--- src/rtl/cache_pkg.sv ---
// Shared sizes and types for the direct-mapped write-through data_cache and its controller.
package cache_pkg;

  localparam int unsigned INDEX_COUNT = 256;
  localparam int unsigned IDX_W       = $clog2(INDEX_COUNT);
  localparam int unsigned DATA_W      = 32;
  localparam int unsigned TAG_W       = 22;
  localparam int unsigned ADDR_W      = TAG_W + IDX_W;
  localparam int unsigned DEF_STAT_W  = 16;

  typedef enum logic {
    LW = 1'b0,
    SW = 1'b1
  } lsu_ops;

  typedef enum logic [2:0] {
    IDLE   = 3'd0,
    LOOKUP = 3'd1,
    MEM_RD = 3'd2,
    FILL   = 3'd3,
    MEM_WR = 3'd4,
    RESP   = 3'd5
  } ctrl_state_e;

  // One array line as written through write_index.
  typedef struct packed {
    logic              valid;
    logic [TAG_W-1:0]  tag;
    logic [DATA_W-1:0] data;
  } cache_line_t;

  function automatic logic [TAG_W-1:0] addr_tag(input logic [ADDR_W-1:0] addr);
    return addr[ADDR_W-1:IDX_W];
  endfunction

  function automatic logic [IDX_W-1:0] addr_idx(input logic [ADDR_W-1:0] addr);
    return addr[IDX_W-1:0];
  endfunction

endpackage

--- src/rtl/data_cache_ctrl.sv ---
// Sequencing controller for the write-through data_cache: lookup, load-miss fill,
// store write-through to DRAM, one-cycle response and saturating hit/miss counters.
module data_cache_ctrl
  import cache_pkg::*;
#(
  parameter int unsigned STAT_W = DEF_STAT_W
) (
  input  logic              clk,
  input  logic              rst,
  input  logic              req_valid,
  output logic              req_ready,
  input  lsu_ops            req_op,
  input  logic [ADDR_W-1:0] req_addr,
  input  logic [DATA_W-1:0] req_wdata,
  output logic              resp_valid,
  output logic [DATA_W-1:0] resp_rdata,
  output logic              resp_hit,
  output logic              cache_enable,
  output lsu_ops            rd_wr_sel,
  output logic [IDX_W-1:0]  index_sel,
  output cache_line_t       write_index,
  input  logic [TAG_W-1:0]  cache_tag,
  input  logic              cache_valid,
  input  logic [DATA_W-1:0] cache_data_io,
  output logic              mem_req,
  output logic              mem_we,
  output logic [ADDR_W-1:0] mem_addr,
  output logic [DATA_W-1:0] mem_wdata,
  input  logic              mem_ack,
  input  logic [DATA_W-1:0] mem_rdata,
  output logic [STAT_W-1:0] hit_count,
  output logic [STAT_W-1:0] miss_count
);

  ctrl_state_e       state_q, state_d;
  lsu_ops            op_q, op_d;
  logic [ADDR_W-1:0] addr_q, addr_d;
  logic [DATA_W-1:0] wdata_q, wdata_d;
  logic [DATA_W-1:0] rdata_q, rdata_d;
  logic              hit_q, hit_d;
  logic              resp_valid_q, resp_valid_d;
  logic              req_ready_q, req_ready_d;
  logic              cache_enable_q, cache_enable_d;
  lsu_ops            rd_wr_sel_q, rd_wr_sel_d;
  cache_line_t       write_index_q, write_index_d;
  logic              mem_req_q, mem_req_d;
  logic              mem_we_q, mem_we_d;
  logic [STAT_W-1:0] hit_count_q, hit_count_d;
  logic [STAT_W-1:0] miss_count_q, miss_count_d;
  logic              lookup_hit;

  // Array outputs are combinational on index_sel, which is the latched request index.
  assign lookup_hit = cache_valid && (cache_tag == addr_tag(addr_q));

  // Next-state and registered-output decode; outputs are set for the state being entered.
  always_comb begin
    state_d        = state_q;
    op_d           = op_q;
    addr_d         = addr_q;
    wdata_d        = wdata_q;
    rdata_d        = rdata_q;
    hit_d          = hit_q;
    resp_valid_d   = 1'b0;
    req_ready_d    = 1'b0;
    cache_enable_d = 1'b0;
    write_index_d  = write_index_q;
    mem_req_d      = 1'b0;
    mem_we_d       = 1'b0;
    hit_count_d    = hit_count_q;
    miss_count_d   = miss_count_q;

    unique case (state_q)
      IDLE: begin
        req_ready_d = !req_valid;
        if (req_valid) begin
          op_d    = req_op;
          addr_d  = req_addr;
          wdata_d = req_wdata;
          state_d = LOOKUP;
          // Store is write-allocate: the array write happens during LOOKUP.
          if (req_op == SW) begin
            cache_enable_d = 1'b1;
            write_index_d  = '{valid: 1'b1, tag: addr_tag(req_addr), data: req_wdata};
          end
        end
      end

      LOOKUP: begin
        hit_d = lookup_hit;
        if (lookup_hit) begin
          if (hit_count_q != '1) hit_count_d = hit_count_q + STAT_W'(1);
        end else begin
          if (miss_count_q != '1) miss_count_d = miss_count_q + STAT_W'(1);
        end
        if (op_q == SW) begin
          rdata_d   = '0;
          mem_req_d = 1'b1;
          mem_we_d  = 1'b1;
          state_d   = MEM_WR;
        end else if (lookup_hit) begin
          rdata_d      = cache_data_io;
          resp_valid_d = 1'b1;
          state_d      = RESP;
        end else begin
          mem_req_d = 1'b1;
          state_d   = MEM_RD;
        end
      end

      MEM_RD: begin
        if (mem_ack) begin
          rdata_d        = mem_rdata;
          cache_enable_d = 1'b1;
          write_index_d  = '{valid: 1'b1, tag: addr_tag(addr_q), data: mem_rdata};
          state_d        = FILL;
        end else begin
          mem_req_d = 1'b1;
        end
      end

      FILL: begin
        resp_valid_d = 1'b1;
        state_d      = RESP;
      end

      MEM_WR: begin
        if (mem_ack) begin
          resp_valid_d = 1'b1;
          state_d      = RESP;
        end else begin
          mem_req_d = 1'b1;
          mem_we_d  = 1'b1;
        end
      end

      RESP: begin
        req_ready_d = 1'b1;
        state_d     = IDLE;
      end

      default: begin
        req_ready_d = 1'b1;
        state_d     = IDLE;
      end
    endcase

    rd_wr_sel_d = cache_enable_d ? SW : LW;
  end

  always_ff @(posedge clk) begin
    if (rst) begin
      state_q        <= IDLE;
      op_q           <= LW;
      addr_q         <= '0;
      wdata_q        <= '0;
      rdata_q        <= '0;
      hit_q          <= 1'b0;
      resp_valid_q   <= 1'b0;
      req_ready_q    <= 1'b1;
      cache_enable_q <= 1'b0;
      rd_wr_sel_q    <= LW;
      write_index_q  <= '0;
      mem_req_q      <= 1'b0;
      mem_we_q       <= 1'b0;
      hit_count_q    <= '0;
      miss_count_q   <= '0;
    end else begin
      state_q        <= state_d;
      op_q           <= op_d;
      addr_q         <= addr_d;
      wdata_q        <= wdata_d;
      rdata_q        <= rdata_d;
      hit_q          <= hit_d;
      resp_valid_q   <= resp_valid_d;
      req_ready_q    <= req_ready_d;
      cache_enable_q <= cache_enable_d;
      rd_wr_sel_q    <= rd_wr_sel_d;
      write_index_q  <= write_index_d;
      mem_req_q      <= mem_req_d;
      mem_we_q       <= mem_we_d;
      hit_count_q    <= hit_count_d;
      miss_count_q   <= miss_count_d;
    end
  end

  assign req_ready    = req_ready_q;
  assign resp_valid   = resp_valid_q;
  assign resp_rdata   = rdata_q;
  assign resp_hit     = hit_q;
  assign cache_enable = cache_enable_q;
  assign rd_wr_sel    = rd_wr_sel_q;
  assign index_sel    = addr_idx(addr_q);
  assign write_index  = write_index_q;
  assign mem_req      = mem_req_q;
  assign mem_we       = mem_we_q;
  assign mem_addr     = addr_q;
  assign mem_wdata    = wdata_q;
  assign hit_count    = hit_count_q;
  assign miss_count   = miss_count_q;

endmodule

--- config.mk ---
export PLATFORM = sky130hd
export DESIGN_NAME = data_cache_ctrl
export DESIGN_NICKNAME = d
export VERILOG_FILES = /design/src/rtl/cache_pkg.sv /design/src/rtl/data_cache_ctrl.sv
export SDC_FILE = /design/constraint.sdc
export NUM_CORES = 1
export LEC_CHECK = 0
export CAP_MARGIN = 30
export CORE_ASPECT_RATIO = 0.5
export CORE_MARGIN = 1.5
export CORE_UTILIZATION = 44
export CTS_CLUSTER_SIZE = 24
export DETAILED_ROUTE_END_ITERATION = 10
export PLACE_DENSITY = 0.81
export SYNTH_ARGS = -nofsm -noshare
export SYNTH_HDL_FRONTEND = slang
export SYNTH_SLANG_ARGS = --single-unit
--- constraint.sdc ---
create_clock -name clk -period 2.6 [get_ports clk]
set_input_delay 0.52 -clock clk [delete_from_list [all_inputs] [get_ports clk]]
set_output_delay 0.52 -clock clk [all_outputs]
set_load 0.02 [all_outputs]
==> results.txt <==
The final number of max-transition violations came to 0. The synthesized area per cell is between 8 and 9 µm². The DRC violation count after routing came out at 0. The site row count is 36. At the end of routability-driven placement, the weighted congestion stood at about 0.86. The worst hold path class is reg2reg. The antenna diode instance count is 0.

The post-cts hold buffer count came out at 0. In this run the cell area of the synthesized design comes to roughly 8700 µm². The clock root buffer is clkbuf_16.

The worst hold path passes through 2 cells. The die height came out at just over 100 µm. The worst register-to-register path has a depth of 9. In this run the critical register-to-register path is captured at hit_count[0]$_SDFFE_PP0P_. In the final layout, the multi-input gates occupy ~4500 µm². The global-route wire length before repair is approximately 47000 µm. For this block, the initial DRC count from the detailed router was between 700 and 800.

The share of synthesized registers carrying an async set or reset came out at 0%. CTS built an H-tree with a depth of 4. The half-perimeter wire length after placement came out at 22200 µm. The die area is about 21000 µm². The endpoint type of the worst setup path is a register.

Counting the buffers created by CTS gives 17. The standard cell area after detailed placement is between 10000 and 15000 µm². STA classifies the critical path startpoint as an input pin. The quantity of I/O buffers inserted on ports is between 300 and 400. The count of endpoints failing setup in the final report came out at 0.

After synthesis, the netlist uses 47 different library cells. dfxtp_1 takes more of the synthesized area than any other cell. The critical path class is in2reg. The path with the worst hold slack has its endpoint at mem_wdata[2]$_SDFFE_PP0P_. The total power of the final layout is roughly 9 mW. The final critical path time including I/O delays and setup is around 2.5 ns. The clock-pin slew reported for the worst setup and hold paths after clock tree synthesis is around 0.07 ns. The highest ir drop seen on vdd is slightly below 600 µV. The wire length per cell came out at 18.9 µm. In this run the remaining antenna-violating nets after routing total 0. The final hold violation count is 0. The remaining max-slew budget at the tightest pin is about 59%.

The post-detailed-route via-to-cell ratio is 5.69. Setup repair after global routing left no endpoint under its margin. The register-to-register setup slack is ~0.23 ns. The first-pass iteration count of the detailed router came out at 7.

The synthesized design contains 0 enable-type register cells. The initial antenna violation count is 0. Synthesis inferred approximately 190 register bits. The highest clock frequency the design can meet is just under 400 MHz. Of the cells placed in the final design, the portion with a size suffix greater than 1 is ~7.1%. The number of nets in the finished design is around 1500. The startpoint identified for the worst hold timing path is mem_wdata[2]$_SDFFE_PP0P_. In the layout the commonest cells are clkdlybuf4s50_1 (347), dfxtp_1 (191), nand2_1 (176), a21oi_1 (123), nor2_1 (72).

The most frequent standard cell in the layout excluding fill and tap cells is clkdlybuf4s50_1. Data on the critical path is required at its endpoint by 2.97 ns. For this run, the leading register cell type out of synthesis is dfxtp_1. The data arrival at the endpoint of the critical path is around 2.9 ns. In the synthesized netlist, the number of instances is between 1000 and 1500.

The number of global-route vias before repair came out at between 8000 and 9000. The worst hold-check slack is between 0.4 and 0.5 ns. The largest driver fanout on the critical path is 12.

In the post-synthesis netlist, the biggest area contributors are dfxtp_1 (44%), nand2_1 (7.6%), a21oi_1 (7.2%). The max capacitance violation total is 0. The largest net degree at the start of global routing is between 100 and 150. The floorplan step defined a core boundary enclosing approximately 19000 µm².

The clock tree from TritonCTS is yes. The final cell area excluding filler cells came out at around 13000 µm². The power density over cell area came out at slightly below 700 nW/µm². For this run, the number of Yosys warnings is 0. The initial cell density of the core is 44.9%. The buffer levels on the longest clock path came out at 2. The number of clock sinks came out at approximately 190. Wires add up to roughly 31000 µm. The setup skew after layout is ~0.014 ns.

The count of pins on the block boundary is 350. In the post-route analysis, the smallest setup slack over all paths is between 0.08 and 0.09 ns. Counting the fill cells in the layout gives 1518. The top cell type by area accounts for between 40% and 50% of the synthesized area.

The remaining global-route overflow is 0. The startpoint identified for the worst register-to-register timing path is mem_addr[15]$_SDFFE_PP0P_. The share of the yosys chip area belonging to registers came out at between 40% and 50%.

The portion of the clock cycle consumed by the worst path in the final layout came out at 96.7%. The sequential standard cell area is between 3000 and 4000 µm². The die width is between 200 and 250 µm.

The area growth from synthesis to layout is 52.0%. The cell leakage power came out at between 4 and 5 nW. The pin slew with the least headroom to its limit came out at ~0.6 ns.

The clock reaches the later pin of the worst-skew pair after 0.44 ns. The post-placement worst setup slack is -0.492 ns. For this run, the total global-route usage over all layers was measured as approximately 29%. The flow ran to the end, and the final reports show no timing, DRC or antenna violations. The total nets after synthesis is ~1200. The total vias in the final route came out at slightly above 9000.
[state kept, by name, indices dropped and copies added, names as in the netlist]
| signal | cells |
|---|---|
| cache_enable | 1 |
| hit_count | 16 |
| mem_addr | 30 |
| mem_req | 1 |
| mem_wdata | 32 |
| mem_we | 1 |
| miss_count | 16 |
| op_q | 1 |
| req_ready | 1 |
| resp_hit | 1 |
| resp_rdata | 32 |
| resp_valid | 1 |
| state_q | 3 |
| write_index | 55 |
[kinds of logic (layout without fill, tap and decap cells)]
kind of cell	count (synthesis)	after routing	share of synthesized area, %
buffers and inverters	102	431	5.33
AO/OA/AOI/OAI	315	315	22.9
XOR/XNOR	22	22	2.21
multiplexers	58	58	6.72
adder cells (fa/ha/maj)	2	2	0.287
AND/OR/NAND/NOR	360	360	18.7
flip-flops	191	191	43.9
[per-stage QoR]
step	setup TNS (ns)	utilization [%]	cells
floorplan	0	-	1050
global placement	-23.28	64.8	1612
detailed placement	-22.56	64.8	1612
CTS	0	68.0	1644
global route	0	68.2	1645
finish	0	68.2	1645
[what timing repair did]
| action | in CTS | in global routing |
|---|---|---|
| setup buffers | 0 | 1 |
| pin swaps | 0 | 5 |
| endpoints found under the setup margin | 9 | 10 |
| gates resized for setup | 2 | 8 |
[where the power goes]
part	switching (mW)	leakage, nW	internal [mW]	total (mW)
clock network	1.20	0.300	1.54	2.74
registers	0.223	1.56	3.23	3.46
logic	1.66	2.70	1.35	3.01
total	3.09	4.56	6.12	9.21
[worst max-delay path, cell delays in order]
cell,delay [ns]
clkdlybuf4s50_1,0.48
xnor2_1,0.12
buf_4,0.16
nand4_1,0.15
nor4_4,0.38
buf_4,0.17
nand2_1,0.06
buf_6,0.16
buf_4,0.16
or3_1,0.36
a21oi_2,0.14
[layer usage]
metal / part of all wire (%) / GRT usage (%)
met1: 42 / 36.8
met2: 49 / 48.7
met3: 6.0 / 4.93
met4: 2.8 / 10.6
met5: 0 / 0
[Yosys cell counts, types with 7 or more instances]
library cell / n
o31ai_1: 13
o21ai_0: 30
buf_2: 20
nand4_1: 18
and3_1: 9
mux2i_1: 54
o21ai_1: 14
nor2b_1: 7
a221oi_1: 31
buf_1: 10
a211oi_1: 57
buf_4: 13
nand2_1: 176
xnor2_1: 22
or4_1: 10
clkbuf_1: 55
dfxtp_1: 191
nand3_1: 21
a21oi_1: 125
nor2_1: 74
nor3_1: 8
or3_1: 13
o21a_1: 31
and2_1: 8
[layout make-up]
type	count	share of cell area (%)
inverter	3	0.0850
multi-input combinational	757	34.1
clock inverter	14	1.23
tap	266	2.51
sequential	191	28.9
clock buffer	18	3.32
timing repair buffer	396	29.9
[how the worst max path moves through the flow]
stage,start,to,slack (ns),cells after the start
CTS,cache_tag[21],hit_count[0]$_SDFFE_PP0P_,0.05,10
global placement,cache_tag[21],hit_count[0]$_SDFFE_PP0P_,-0.47,10
floorplan,hit_count[0]$_SDFFE_PP0P_,hit_count[11]$_SDFFE_PP0P_,0.50,9
detailed placement,cache_tag[21],hit_count[5]$_SDFFE_PP0P_,-0.49,10
global route,cache_tag[6],hit_count[9]$_SDFFE_PP0P_,0.03,11
finish,cache_tag[6],hit_count[0]$_SDFFE_PP0P_,0.09,11
Power figures use the tool's default switching activity.
==> patch 1, RTL diff (same settings) <==
`DEF_STAT_W`: 16 -> 24.
--- a/src/rtl/cache_pkg.sv
+++ b/src/rtl/cache_pkg.sv
@@ -7,5 +7,5 @@
   localparam int unsigned TAG_W       = 22;
   localparam int unsigned ADDR_W      = TAG_W + IDX_W;
-  localparam int unsigned DEF_STAT_W  = 16;
+  localparam int unsigned DEF_STAT_W  = 24;
 
   typedef enum logic {
Ports: changed (resized hit_count and miss_count); port bits go from 350 to 366. The function was not compared with the original's and may differ.
==> patch 1 against the original RTL <==
Sequential cell count up 16. Fmax fell by 1.2%. Utilization increased by 1.6 points. Worst setup slack got worse by 0.031 ns. Synthesized area is 6.5% higher. Clock power increased by 15%. Power increased by 8.6%. Count of clock-buffer cells in the layout is 8 higher. Routed wire length is 11% higher. Final area is 8.7% higher.
==> patch 1: results (changes against the original RTL) <==
- Worst EP arrival: 2.92 ns (was 2.88 ns)
- Via count: 10.2k (was 9355)
- CP Max Fanout: 10 (was 12)
- Fin nets: 1668 (was 1522)
- Clock Tree Buf Depth: 3 (was 2)
- DP HPWL: 23800 um (was 22200 um)
- Yosys warnings: 0 (unchanged)
- Clk_skew: 0.0202 ns (was 0.0137 ns)
- Seq/Total Area, Yosys: 0.447 (was 0.439)
- Worst min path class: reg2reg (unchanged)
- Vias in the first global route: 9579 (was 8590)
- H-tree Lvls: 1 (was 4)
- Buffers on Ports: 365 (was 349)
- Max IR drop VDD: 0.455 mV (was 0.588 mV)
- Distinct cell type count after synthesis: 45 (was 47)
- Synth Flop Type: dfxtp_1 (unchanged)
- First-pass GRT wire length: 51600 um (was 46900 um)
- RePlAce Congestion: 0.920 (was 0.861)
- Slew at the pin closest to its max-slew limit: 0.603 ns (was 0.618 ns)
- Ys async rst share: 0 (unchanged)
- Origin of the worst setup path: cache_tag[6] (unchanged)
- Leak Pwr: 5.30 nW (was 4.56 nW)
- Top post-synthesis cells by count: nand2_1, dfxtp_1, a21oi_1 (was dfxtp_1, nand2_1, a21oi_1)
- Average routed wire per standard cell: 19.1 um (was 18.9 um)
- Hold Startpoint: mem_wdata[31] (was mem_wdata[2])
- FF-to-FF Start: mem_addr[13] (was mem_addr[15])
- Ranking of synthesized cells by area: dfxtp_1, nand2_1, a21oi_1 (unchanged)
- DR iter-0 viols: 745 (was 755)
- Total track usage: 0.292 (was 0.285)
- Max reg flops: 55 (unchanged)
- Initial antenna violation count: 1 (was 0)
- Area after DPL: 13400 um2 (was 12600 um2)
- Yosys top cell area share: 0.447 (was 0.439)
- Status: completed (unchanged)
- TritonCTS buffer count: 20 (was 17)
- Mapped Nets: 1321 (was 1206)
- CTS root buf: clkbuf_16 (unchanged)
- Worst-Skew Late Latency: 0.50 ns (was 0.44 ns)
- Share of layout cells above drive strength 1: 0.107 (was 0.0711)
- Clock slew at reported path FFs: 0.07 ns (about the same)
- DR pass1 iterations: 6 (was 7)
- Largest net degree at the start of global routing: 81 (was 109)
[patch 1: metrics by stage]
step / util / cells / worst slack (ns)
finish: 0.699 / 1800 / 0.0539
global placement: 0.649 / 1756 / -0.754
CTS: 0.688 / 1798 / 0.00157
global route: 0.699 / 1800 / -0.0153
detailed placement: 0.649 / 1756 / -0.781
floorplan: - / 1165 / 0.116
[patch 1: final cells by class]
class	count	area, um2
Multi-Input combinational cell	814	4770
Tap cell	273	342
Clock inverter	10	135
Sequential cell	207	4150
Fill cell	1550	6200
Antenna cell	1	2.50
Clock buffer	26	574
Timing Repair Buffer	432	4290
Inverter	37	139
[patch 1: worst paths after layout]
path              endpoint  slack [ns]  cells past startpoint
max reg2reg   hit_count[9]        0.07                      9
min reg2reg  mem_wdata[31]        0.45                      2
max           hit_count[9]        0.05                     10
min          mem_wdata[31]        0.45                      2
[patch 1: per-layer routing]
layer  global-route usage  vias to the layer above  routed length (um)
li1                     -                     4776                   -
met1                0.367                     4856               14000
met2                0.497                      503               16600
met3               0.0515                       81                2670
met4                0.117                        0                1200
met5                    0                        -                   0
[patch 1: cell families (layout without fill, tap and decap cells)]
| kind of cell | Yosys count | after routing | synth area share |
|---|---|---|---|
| buffers and inverters | 145 | 505 | 0.0666 |
| XOR/XNOR | 23 | 23 | 0.0217 |
| AND/OR/NAND/NOR | 479 | 480 | 0.233 |
| AO/OA/AOI/OAI | 295 | 295 | 0.213 |
| multiplexers | 14 | 14 | 0.0170 |
| other | 0 | 1 | 0 |
| flip-flops | 207 | 207 | 0.447 |
| adder cells (fa/ha/maj) | 2 | 2 | 0.00270 |
[patch 1: worst max-delay path: stages]
cell             delay, ns
clkdlybuf4s50_1       0.42
xor2_1                0.17
nor4_2                0.27
buf_4                 0.16
nand4_1               0.13
or3_4                 0.38
buf_12                0.15
buf_4                 0.16
nor3_1                0.21
mux2_2                0.35
[patch 1: where the power goes]
group          total [mW]  switching (mW)  internal [mW]
Combinational        3.12            1.74           1.38
Clock                3.14            1.27           1.87
Sequential           3.74           0.222           3.52
Total                10.0            3.24           6.77
[patch 1: what timing repair did]
item | in CTS | in global routing
setup endpoints to repair | 48 | 53
cloned | 1 | 1
buffers inserted | 5 | 0
pin swaps | 0 | 9
resized for setup | 6 | 43
==> patch 2, RTL diff (same settings) <==
Made on the original files. Re-encode `ctrl_state_e` (6 states) as one-hot, 6 bits wide.
--- a/src/rtl/cache_pkg.sv
+++ b/src/rtl/cache_pkg.sv
@@ -14,11 +14,11 @@
   } lsu_ops;
 
-  typedef enum logic [2:0] {
-    IDLE   = 3'd0,
-    LOOKUP = 3'd1,
-    MEM_RD = 3'd2,
-    FILL   = 3'd3,
-    MEM_WR = 3'd4,
-    RESP   = 3'd5
+  typedef enum logic [5:0] {
+    IDLE   = 6'b000001,
+    LOOKUP = 6'b000010,
+    MEM_RD = 6'b000100,
+    FILL   = 6'b001000,
+    MEM_WR = 6'b010000,
+    RESP   = 6'b100000
   } ctrl_state_e;
 
Function: no difference found for any inputs over 4 cycles, from zero or initial values and one cycle with rst high; so few cycles prove little.
==> patch 2 against the original RTL <==
Worst setup slack gained 0.039 ns. Final area fell by 3.1%. Routed wire length shrank 3.0%. Fmax increased by 1.6%. Highest routed layer unchanged. Synthesized area decreased by 3.1%. Sequential cell count is 3 higher.
Power is not compared: it rests on default switching activity, and its combinational part moved more than twofold at a synthesized area within 25%.
==> patch 2: results (changes against the original RTL) <==
- Status: completed (unchanged)
- CP Max Fanout: 6 (was 12)
- Post-placement cell count: 1613 (was 1612)
- Max reg flops: 55 (unchanged)
- DP HPWL: 21700 um (was 22200 um)
- Worst slack, placed: -0.252 ns (was -0.492 ns)
- Slowest stage delay, CP: 0.43 ns (was 0.48 ns)
- Ranking of synthesized cells by area: dfxtp_1, nand2_1, a21oi_1 (unchanged)
- Seq/Total Area, Yosys: 0.460 (was 0.439)
- Area after DPL: 12200 um2 (was 12600 um2)
- Clock slew at reported path FFs: 0.07 ns (about the same)
- Internal: 5.47 mW
- Worst min path class: reg2reg (unchanged)
- Fin nets: 1529 (was 1522)
- Synthesized area per cell: 7.89 um2 (was 8.30 um2)
- Final wirelength: 30200 um (was 31100 um)
- Slew margin rel.: 0.416 (was 0.586)
- CP max-delay cell: clkdlybuf4s50_1 (unchanged)
- Post-CTS Resized: 0 (was 2)
- Top post-synthesis cells by count: nand2_1, dfxtp_1, a21oi_1 (was dfxtp_1, nand2_1, a21oi_1)
- TritonCTS buffer count: 17 (unchanged)
- CTS root buf: clkbuf_16 (unchanged)
- Post-CTS Setup Bufs: 0 (unchanged)
- Diode count: 0 (unchanged)
- DR pass1 iterations: 5 (was 7)
- Critical path's top delay family: buffers and inverters (unchanged)
- H-tree Lvls: 4 (unchanged)
- Ys async rst share: 0 (unchanged)
- Initial antenna violation count: 0 (unchanged)
- Clock Tree Buf Depth: 2 (unchanged)
- Vias in the first global route: 8714 (was 8590)
- Total track usage: 0.292 (was 0.285)
- Largest net degree at the start of global routing: 79 (was 109)
- Synth Flop Type: dfxtp_1 (unchanged)
- DR iter-0 viols: 452 (was 755)
- Mapped Nets: 1226 (was 1206)
- Worst-Skew Late Latency: 0.42 ns (was 0.44 ns)
- Yosys warnings: 0 (unchanged)
- Worst EP arrival: 2.78 ns (was 2.88 ns)
- RePlAce Congestion: 0.941 (was 0.861)
- Via density: 5.57 (was 5.69)
- Leak Pwr: 4.64 nW
- Clk_skew: 0.0145 ns (was 0.0137 ns)
- First-pass GRT wire length: 45900 um (was 46900 um)
- Average routed wire per standard cell: 18.4 um (was 18.9 um)
- Share of layout cells above drive strength 1: 0.0599 (was 0.0711)
- Buffers on Ports: 349 (unchanged)
- Distinct cell type count after synthesis: 45 (was 47)
- Max IR drop VDD: 0.478 mV
==> patch 2: cell count changes after synthesis, sizes merged, moves of 32 or more <==
cell / delta
nor3: +62
a22o: +32
mux2i: -53
a211oi: -55
a311oi: +52
nand2: +87
==> patch 2: kinds of logic (layout without fill, tap and decap cells) <==
| family | count (synthesis) | count (layout) | share of synthesized area |
|---|---|---|---|
| fa+ha+maj | 2 | 2 | 0.00296 |
| buf+inv | 100 | 415 | 0.0491 |
| compound gates | 234 | 234 | 0.184 |
| simple gates | 503 | 503 | 0.262 |
| mux | 11 | 11 | 0.0145 |
| xor+xnor | 26 | 26 | 0.0270 |
| flops | 194 | 194 | 0.460 |
==> patch 2: power groups by stage <==
stage	sequential [mW]	clock, mW	combinational (mW)
finish	3.25	2.81	1.41
global route	3.27	2.96	1.51
CTS	3.25	2.83	1.41
detailed placement	3.32	0	1.41
global placement	3.31	0	1.38
floorplan	3.48	0	0.480
==> patch 2: worst register-to-register path, delay by kind of cell (launching register included) <==
kind,cells,cell delay [ns]
simple gates,4,1.52
flops,1,0.44
mux,1,0.37
==> patch 2: path summary, 6_finish.rpt <==
check,from,to,slack (ns),cells past startpoint
min reg2reg,mem_wdata[21],mem_wdata[21],0.46,2
max,cache_tag[0],miss_count[11],0.12,11
min,mem_wdata[21],mem_wdata[21],0.46,2
max reg2reg,state_q[1],miss_count[10],0.16,5
==> patch 2: final cells by class <==
cell class              instances  area [um2]
clock inverters                11         178
fillers                      1484        5780
repair buffers                380        3810
multi-input cells             776        4170
inverters                       4        15.0
clock buffers                  20         447
flip-flops and latches        194        3880
well taps                     259         324
==> patch 2: routing by layer <==
metal  track usage  vias to the layer above  part of all wire
met2         0.495                      353              0.49
met3        0.0569                       81             0.060
li1              -                     4357                 -
met1         0.361                     4372              0.41
met5             0                        -                 0
met4         0.135                        0             0.041
